[config.mk]
export PLATFORM = sky130hd
export DESIGN_NAME = reg_file
export DESIGN_NICKNAME = d
export VERILOG_FILES = /design/src/rtl/reg_file_pkg.sv /design/src/rtl/reg_file_scoreboard.sv /design/src/rtl/reg_file.sv
export SDC_FILE = /design/constraint.sdc
export NUM_CORES = 2
export LEC_CHECK = 0
export ABC_CLOCK_PERIOD_IN_PS = 3600
export CAP_MARGIN = 10
export CORE_MARGIN = 4
export CORE_UTILIZATION = 35
export CTS_CLUSTER_DIAMETER = 60
export CTS_CLUSTER_SIZE = 30
export DETAILED_ROUTE_END_ITERATION = 8
export GPL_ROUTABILITY_DRIVEN = 0
export SETUP_SLACK_MARGIN = 0.02
export SYNTH_ARGS = -nofsm -noshare
export SYNTH_HDL_FRONTEND = slang
export SYNTH_SLANG_ARGS = --single-unit
[constraint.sdc]
create_clock -name clk -period 3.6 [get_ports clk]
set_input_delay 0.72 -clock clk [delete_from_list [all_inputs] [get_ports clk]]
set_output_delay 0.72 -clock clk [all_outputs]
set_load 0.005 [all_outputs]
[src/rtl/reg_file_pkg.sv]
// Shared constants for the integer register file and the write-back stage.
// Defines the sizes, the hardwired-zero index and the write-back select encoding.
package reg_file_pkg;

    localparam int XLEN     = 32;
    localparam int NREGS    = 32;
    localparam int AW       = $clog2(NREGS);
    localparam int ZERO_REG = 0;

    // Write-back select: bit WB_EN_BIT enables the write; the low bits pick the source
    localparam int WB_SEL_W  = 3;
    localparam int WB_EN_BIT = 2;

    typedef enum logic [WB_SEL_W-1:0] {
        WB_NONE        = 3'b000,
        WB_RESULT      = 3'b100,
        WB_DATAMEM     = 3'b101,
        WB_CSR_DATAOUT = 3'b110
    } wb_sel_e;

    function automatic logic wb_sel_writes(input wb_sel_e sel);
        return sel[WB_EN_BIT];
    endfunction

endpackage

[src/rtl/reg_file_scoreboard.sv]
// Pending-write scoreboard: one busy bit per register, set at issue, cleared by write-back.
// Optional macro REGFILE_BYPASS_EN hides the register being written this cycle from the stall.
module reg_scoreboard
    import reg_file_pkg::*;
#(
    parameter int NREGS = reg_file_pkg::NREGS,
    parameter int AW    = reg_file_pkg::AW
) (
    input  logic          clk,
    input  logic          rst,
    input  logic          set_en,
    input  logic [AW-1:0] set_addr,
    input  logic          clr_en,
    input  logic [AW-1:0] clr_addr,
    input  logic [AW-1:0] rs1_addr,
    input  logic          rs1_used,
    input  logic [AW-1:0] rs2_addr,
    input  logic          rs2_used,
    output logic          stall
);

    logic [NREGS-1:0] busy_reg;
    logic [NREGS-1:0] busy_eff;

    genvar gi;
    generate
        for (gi = 0; gi < NREGS; gi++) begin : g_busy
            if (gi == ZERO_REG) begin : g_zero
                always_ff @(posedge clk) begin
                    busy_reg[gi] <= 1'b0;
                end
            end else begin : g_bit
                // Set is checked first: a new issue is younger than the retiring writer
                always_ff @(posedge clk) begin
                    if (rst) begin
                        busy_reg[gi] <= 1'b0;
                    end else if (set_en && (set_addr == AW'(gi))) begin
                        busy_reg[gi] <= 1'b1;
                    end else if (clr_en && (clr_addr == AW'(gi))) begin
                        busy_reg[gi] <= 1'b0;
                    end
                end
            end

`ifdef REGFILE_BYPASS_EN
            assign busy_eff[gi] = busy_reg[gi] & ~(clr_en && (clr_addr == AW'(gi)));
`else
            assign busy_eff[gi] = busy_reg[gi];
`endif
        end
    endgenerate

    assign stall = (rs1_used & busy_eff[rs1_addr]) | (rs2_used & busy_eff[rs2_addr]);

endmodule

[src/rtl/reg_file.sv]
// Integer register file: two combinational read ports, one write-back port, hazard stall.
// Optional macro REGFILE_BYPASS_EN forwards write-back data to same-cycle reads.
module reg_file
    import reg_file_pkg::*;
#(
    parameter int XLEN  = reg_file_pkg::XLEN,
    parameter int NREGS = reg_file_pkg::NREGS,
    parameter int AW    = reg_file_pkg::AW
) (
    input  logic            clk,
    input  logic            rst,
    input  logic            wen,
    input  logic [AW-1:0]   reg_addr,
    input  logic [XLEN-1:0] rdata,
    input  logic [AW-1:0]   rs1_addr,
    input  logic [AW-1:0]   rs2_addr,
    input  logic            rs1_used,
    input  logic            rs2_used,
    output logic [XLEN-1:0] rs1_data,
    output logic [XLEN-1:0] rs2_data,
    input  logic            set_en,
    input  logic [AW-1:0]   set_addr,
    output logic            stall
);

    logic [XLEN-1:0] regs_reg [NREGS];
    logic            wr_valid;
    logic [XLEN-1:0] rs1_stored;
    logic [XLEN-1:0] rs2_stored;

    assign wr_valid = wen && (reg_addr != AW'(ZERO_REG));

    genvar gi;
    generate
        for (gi = 0; gi < NREGS; gi++) begin : g_reg
            if (gi == ZERO_REG) begin : g_zero
                always_ff @(posedge clk) begin
                    regs_reg[gi] <= '0;
                end
            end else begin : g_word
                always_ff @(posedge clk) begin
                    if (rst) begin
                        regs_reg[gi] <= '0;
                    end else if (wr_valid && (reg_addr == AW'(gi))) begin
                        regs_reg[gi] <= rdata;
                    end
                end
            end
        end
    endgenerate

    assign rs1_stored = (rs1_addr == AW'(ZERO_REG)) ? '0 : regs_reg[rs1_addr];
    assign rs2_stored = (rs2_addr == AW'(ZERO_REG)) ? '0 : regs_reg[rs2_addr];

`ifdef REGFILE_BYPASS_EN
    assign rs1_data = (wr_valid && (rs1_addr == reg_addr)) ? rdata : rs1_stored;
    assign rs2_data = (wr_valid && (rs2_addr == reg_addr)) ? rdata : rs2_stored;
`else
    assign rs1_data = rs1_stored;
    assign rs2_data = rs2_stored;
`endif

    reg_scoreboard #(
        .NREGS (NREGS),
        .AW    (AW)
    ) u_scoreboard (
        .clk      (clk),
        .rst      (rst),
        .set_en   (set_en),
        .set_addr (set_addr),
        .clr_en   (wen),
        .clr_addr (reg_addr),
        .rs1_addr (rs1_addr),
        .rs1_used (rs1_used),
        .rs2_addr (rs2_addr),
        .rs2_used (rs2_used),
        .stall    (stall)
    );

endmodule

# Word-level counts from Yosys, hierarchy flattened

Memory sizes are Yosys's and may differ from the RTL's.
Index checks and enable logic that the tools add are counted.

Register bits: 31
RAM bits: 1024
Word-level logic and storage cells: 452
Memories: 1

Memories:

| memory   | words | bits a word | read ports | clocked after memory_dff | wr ports | line           | text |
|---|---|---|---|---|---|---|---|
| regs_reg | 32    | 32          | 2          | 0                        | 32       | reg_file.sv:26 | `logic [XLEN-1:0] regs_reg [NREGS];` |

Magnitude comparators: 2
Eq/ne operators: 62
Mux-type cells: 194
Bitwise gates (word level): 34
Reductions and logical operators: 128

Operators with widths:

| cell                                                        | number |
|---|---|
| two-way mux 32 bit                                          | 33 |
| equality test 5 bit (second input constant)                 | 32 |
| two-way mux 1 bit                                           | 159 |
| logical AND 1 bit                                           | 94 |
| equality test 5 x 4 -> 1 bit (second input constant)        | 16 |
| nonzero test 2 bit                                          | 31 |
| equality test 5 x 3 -> 1 bit (second input constant)        | 8 |
| OR 1 bit                                                    | 32 |
| equality test 5 x 2 -> 1 bit (second input constant)        | 4 |
| less-than comparator 5 x 6 -> 1 bit (second input constant) | 2 |
| binary-select mux 1 bit (select 5 bit)                      | 2 |
| equality test 5 x 1 -> 1 bit (second input constant)        | 2 |
| logical NOT 5 bit                                           | 2 |
| nonzero test 5 bit                                          | 1 |
| AND 1 bit                                                   | 2 |

# Depth between registers and ports, before layout

Word-level depth: 7
Mapped depth: 9

# Cells and area by module

A second synthesis with hierarchy kept.

Cell total of the unflattened synthesis: 4049
Area, all modules: 55562.0 µm²

Modules (own cells, without submodules):

| module         | instances | cells each | area each (µm²) | sequential area each (µm²) |
|---|---|---|---|---|
| reg_file       | 1         | 3826       | 53674.0         | 29788.6 |
| reg_scoreboard | 1         | 223        | 1888.1          | 620.6 |

# Least setup slack after synthesis

No wires, ideal clock.

Path kind: input port to output port
Start: input port rs1_addr[1]
End: output port rs1_data[15]
Arrival: 2.656 ns
Slack: 0.224 ns
Cell stages on the path: 6
Path buffers: 3
Cell sequence: buf_2 > buf_1 > clkbuf_1 > mux4_2 > mux4_2 > mux2_2

Cells in the longest elaborated chain, start to end: 2
Elaborated cells on any way between the ends: 3

Ends and longest elaborated chain:

| element                                                        | line           | text |
|---|---|---|
| start, declared                                                | reg_file.sv:15 | `input logic [AW-1:0] rs1_addr,` |
| memory read (32 x 32 bit) or logical NOT 5 bit (tied branches) | -              |  |
| two-way mux 32 bit *                                           | reg_file.sv:52 | `assign rs1_stored = (rs1_addr == AW'(ZERO_REG)) ? '0 : regs_reg[rs1_addr];` |
| end, declared                                                  | reg_file.sv:19 | `output logic [XLEN-1:0] rs1_data,` |

Every way passes the cells marked *; elsewhere a longest branch is shown, timed or not.

# Final worst setup path

Start: input port rs1_addr[0]
End: output port rs1_data[27]

Same word-level chain as after synthesis.

==> impl_metrics.tcl <==
set metrics [dict create \
    status "complete, but fails checks" \
    synth-simple-area-share_pct 12.8 \
    fp.dieH_um 404 \
    clk_latency_ns 0.71 \
    rrSetupSlack_ns 2.88 \
    dieArea_sq_mm 0.163 \
    io_pins 123 \
    yosys.area_share.adder_pct 0 \
    initial_utilization_pct 35.4 \
    worst_slew_pin_slew_ns 1.19 \
    synth_area_sq_mm 0.0547 \
    grt_max_degree 37 \
    p_leak_nw 22.9 \
    fin_crit_ns 3.70 \
    relSlewSlack_pct 20.1 \
    die_w_um 404 \
    crit_start "rs1_addr[0]" \
    yosysWarnings 0 \
    crit_type "in2out" \
    slowest_stage "mux4_2" \
    worstRegToRegCells 2 \
    worst_clock_skew_ns 0 \
    cts_made_buffers 85 \
    grt_pass1_vias 34100 \
    clkSlewWorstSetupHoldPaths_ns 0.09 \
    nets 3689 \
    rows 144 \
    crit_top_cell "buf_16" \
    core_sq_mm 0.155 \
    synth_cell_types 36 \
    dpl.hpwl_um 117000 \
    drc_errors 0 \
    r2r-end "u_scoreboard.busy_eff[6]" \
    yosysSeqAreaShare_pct 55.5 \
    grt_first_pass_wirelength_um 276000 \
    setup_ws_ns -0.101 \
    finalCritPeriodShare_pct 103 \
    drive_above_1_share_pct 36.6 \
    final_cell_mix "and2_1, edfxtp_1, mux4_2, buf_4, buf_12" \
    hold_buffers 0 \
    area_delta_synth_final_pct 20.5 \
    avgSynthCellArea_sq_um 16.0 \
    ys_ff_latch 1023 \
    wl_per_cell_um 34.3 \
    synthArstFlopShare_pct 0 \
    slew_violations 0 \
    peakVddDrop_uv 331 \
    synthXorXnorAreaFrac_pct 0 \
    drt_first_pass_iters 5 \
    endpoint "rs1_data[27]" \
    cts_sinks 1023 \
    p_per_area_mw_per_mm2 439 \
    path_cells "buf_16 > buf_16 > buf_12 > buf_16 > buf_12 > buf_4 > mux4_2 > mux4_2 > mux2_4 > buf_6" \
    crit_fanout 6 \
    synth-edff-count 992 \
    post-route-cell-area_sq_mm 0.0660 \
    htree_levels 3 \
    cpPeakStageDelay_ns 0.49 \
    routed_wl_um 198000 \
    startpoint_type "input port" \
    fmax_ghz 0.270 \
    portBuffers 122 \
    final_hold_viol_count 0 \
    routed-via-count 34100 \
    synth_nets 3474 \
    antenna_left 0 \
    cap_violations 0 \
    postPlaceCellArea_sq_mm 0.0610 \
    globalRouteOverflowTotal 0 \
    worstSetupEndpointType "output pin" \
    crit_required_ns 2.88 \
    min_path_type "reg2reg" \
    p_total_mw 29.0 \
    largest_register_ffs 992 \
    cts_tree "yes" \
    synth_compound_area_share_pct 1.79 \
    synthFlopType "edfxtp_1" \
    drt-initial-drc-count 5136 \
    synth_top_family_by_area "multiplexers" \
    clockBufferDepth 3 \
    cts_root_buf "clkbuf_16" \
    final_common_cell "and2_1" \
    track_usage_pct 24.2 \
    synthCells 3416 \
    viasPerCell 5.92 \
    arrival_ns 2.98 \
    finalSetupViolCount 15 \
    rr_startpoint "u_scoreboard.busy_eff[6]" \
    synthMuxAreaShare_pct 26.9 \
    grt_antenna_before_repair 22 \
    rsz0062_at_grt "yes" \
    violations "negative setup slack" \
]
==> synth_stat cells, types with 3 or more instances <==
| master | number | area (sq um) |
|---|---|---|
| mux2_2 | 129 | 1450 |
| nand2_1 | 37 | 139 |
| clkbuf_1 | 279 | 1050 |
| edfxtp_1 | 992 | 29800 |
| a21oi_1 | 3 | 15.0 |
| nor2_1 | 51 | 191 |
| nor2b_1 | 15 | 93.8 |
| a22oi_1 | 12 | 90.1 |
| and2_1 | 993 | 6210 |
| a21o_1 | 17 | 128 |
| mux2i_1 | 13 | 130 |
| nor3_1 | 7 | 35.0 |
| buf_2 | 38 | 190 |
| dfxtp_1 | 31 | 621 |
| o21ai_0 | 21 | 105 |
| a22o_1 | 63 | 552 |
| inv_1 | 18 | 67.6 |
| and3_1 | 4 | 25.0 |
| buf_1 | 25 | 93.8 |
| buf_6 | 7 | 78.8 |
| nand3_1 | 12 | 60.1 |
| nor3b_1 | 5 | 37.5 |
| a32oi_1 | 4 | 35.0 |
| nand2b_1 | 20 | 125 |
| buf_4 | 22 | 165 |
| mux4_2 | 584 | 13200 |
==> repair_timing <==
item,CTS,global route
pin swaps,2,0
resized for setup,241,54
cloned,20,2
setup buffers,54,23
setup endpoints to repair,65,30
==> power by group <==
| group | switching, mW | total [mW] | internal, mW | leakage, nW |
|---|---|---|---|---|
| Sequential | 0.329 | 14.0 | 13.7 | 9.71 |
| Clock | 5.49 | 10.7 | 5.16 | 1.54 |
| Combinational | 2.12 | 4.34 | 2.22 | 11.6 |
| Total | 7.94 | 29.0 | 21.1 | 22.9 |
==> area by class of cell <==
class	count	area, sq um
fillers	13400	88800
flip-flops and latches	1023	30400
multi-input cells	2004	23100
repair buffers	499	6600
well taps	2044	2560
clock buffers	88	2200
clock inverters	72	981
inverters	18	67.6
diodes	14	35.0
==> worst min path at each step <==
stage	startpoint	slack, ns	cells past startpoint	to
finish	u_scoreboard.busy_eff[20]	0.49	2	u_scoreboard.busy_eff[20]
global placement	u_scoreboard.busy_eff[21]	0.47	2	u_scoreboard.busy_eff[21]
detailed placement	u_scoreboard.busy_eff[20]	0.48	2	u_scoreboard.busy_eff[20]
CTS	rst	0.48	2	u_scoreboard.busy_eff[5]
floorplan	u_scoreboard.busy_eff[12]	0.45	2	u_scoreboard.busy_eff[12]
global route	u_scoreboard.busy_eff[23]	0.51	2	u_scoreboard.busy_eff[23]
==> routing by layer <==
layer / track usage [%] / share of wire [%] / up-vias / routed length, um
li1: - / - / 13700 / -
met1: 32.3 / 39 / 18100 / 76300
met2: 39.9 / 49 / 1955 / 96500
met3: 4.39 / 9.2 / 326 / 18200
met4: 8.12 / 3.3 / 6 / 6590
met5: 0 / 0.023 / - / 45
==> metrics by stage <==
stage          TNS, ns  hold WS, ns  instances  utilization, %  setup slack, ns
2_1_floorplan        0        0.452       3416               -            0.224
3_3_place_gp    -23.77        0.473       5497            39.4           -0.491
3_5_place_dp    -23.56        0.480       5497            39.4           -0.479
4_1_cts          -1.48        0.482       5730            42.5           -0.138
5_1_grt          -1.14        0.509       5750            42.6           -0.131
6_report        -0.599        0.490       5762            42.6           -0.101
==> worst max-delay path: cells and delay by family <==
kind | cells | cell delay, ns
multiplexers | 3 | 1.30
buffers and inverters | 7 | 0.93
==> logic make-up after synthesis <==
family | after synthesis
and+or+nand+nor | 1152
DFF | 1023
muxes | 726
buffers and inverters | 389
AOI/OAI and AO/OA | 126
Note: power is estimated with default switching activity, not from simulation.
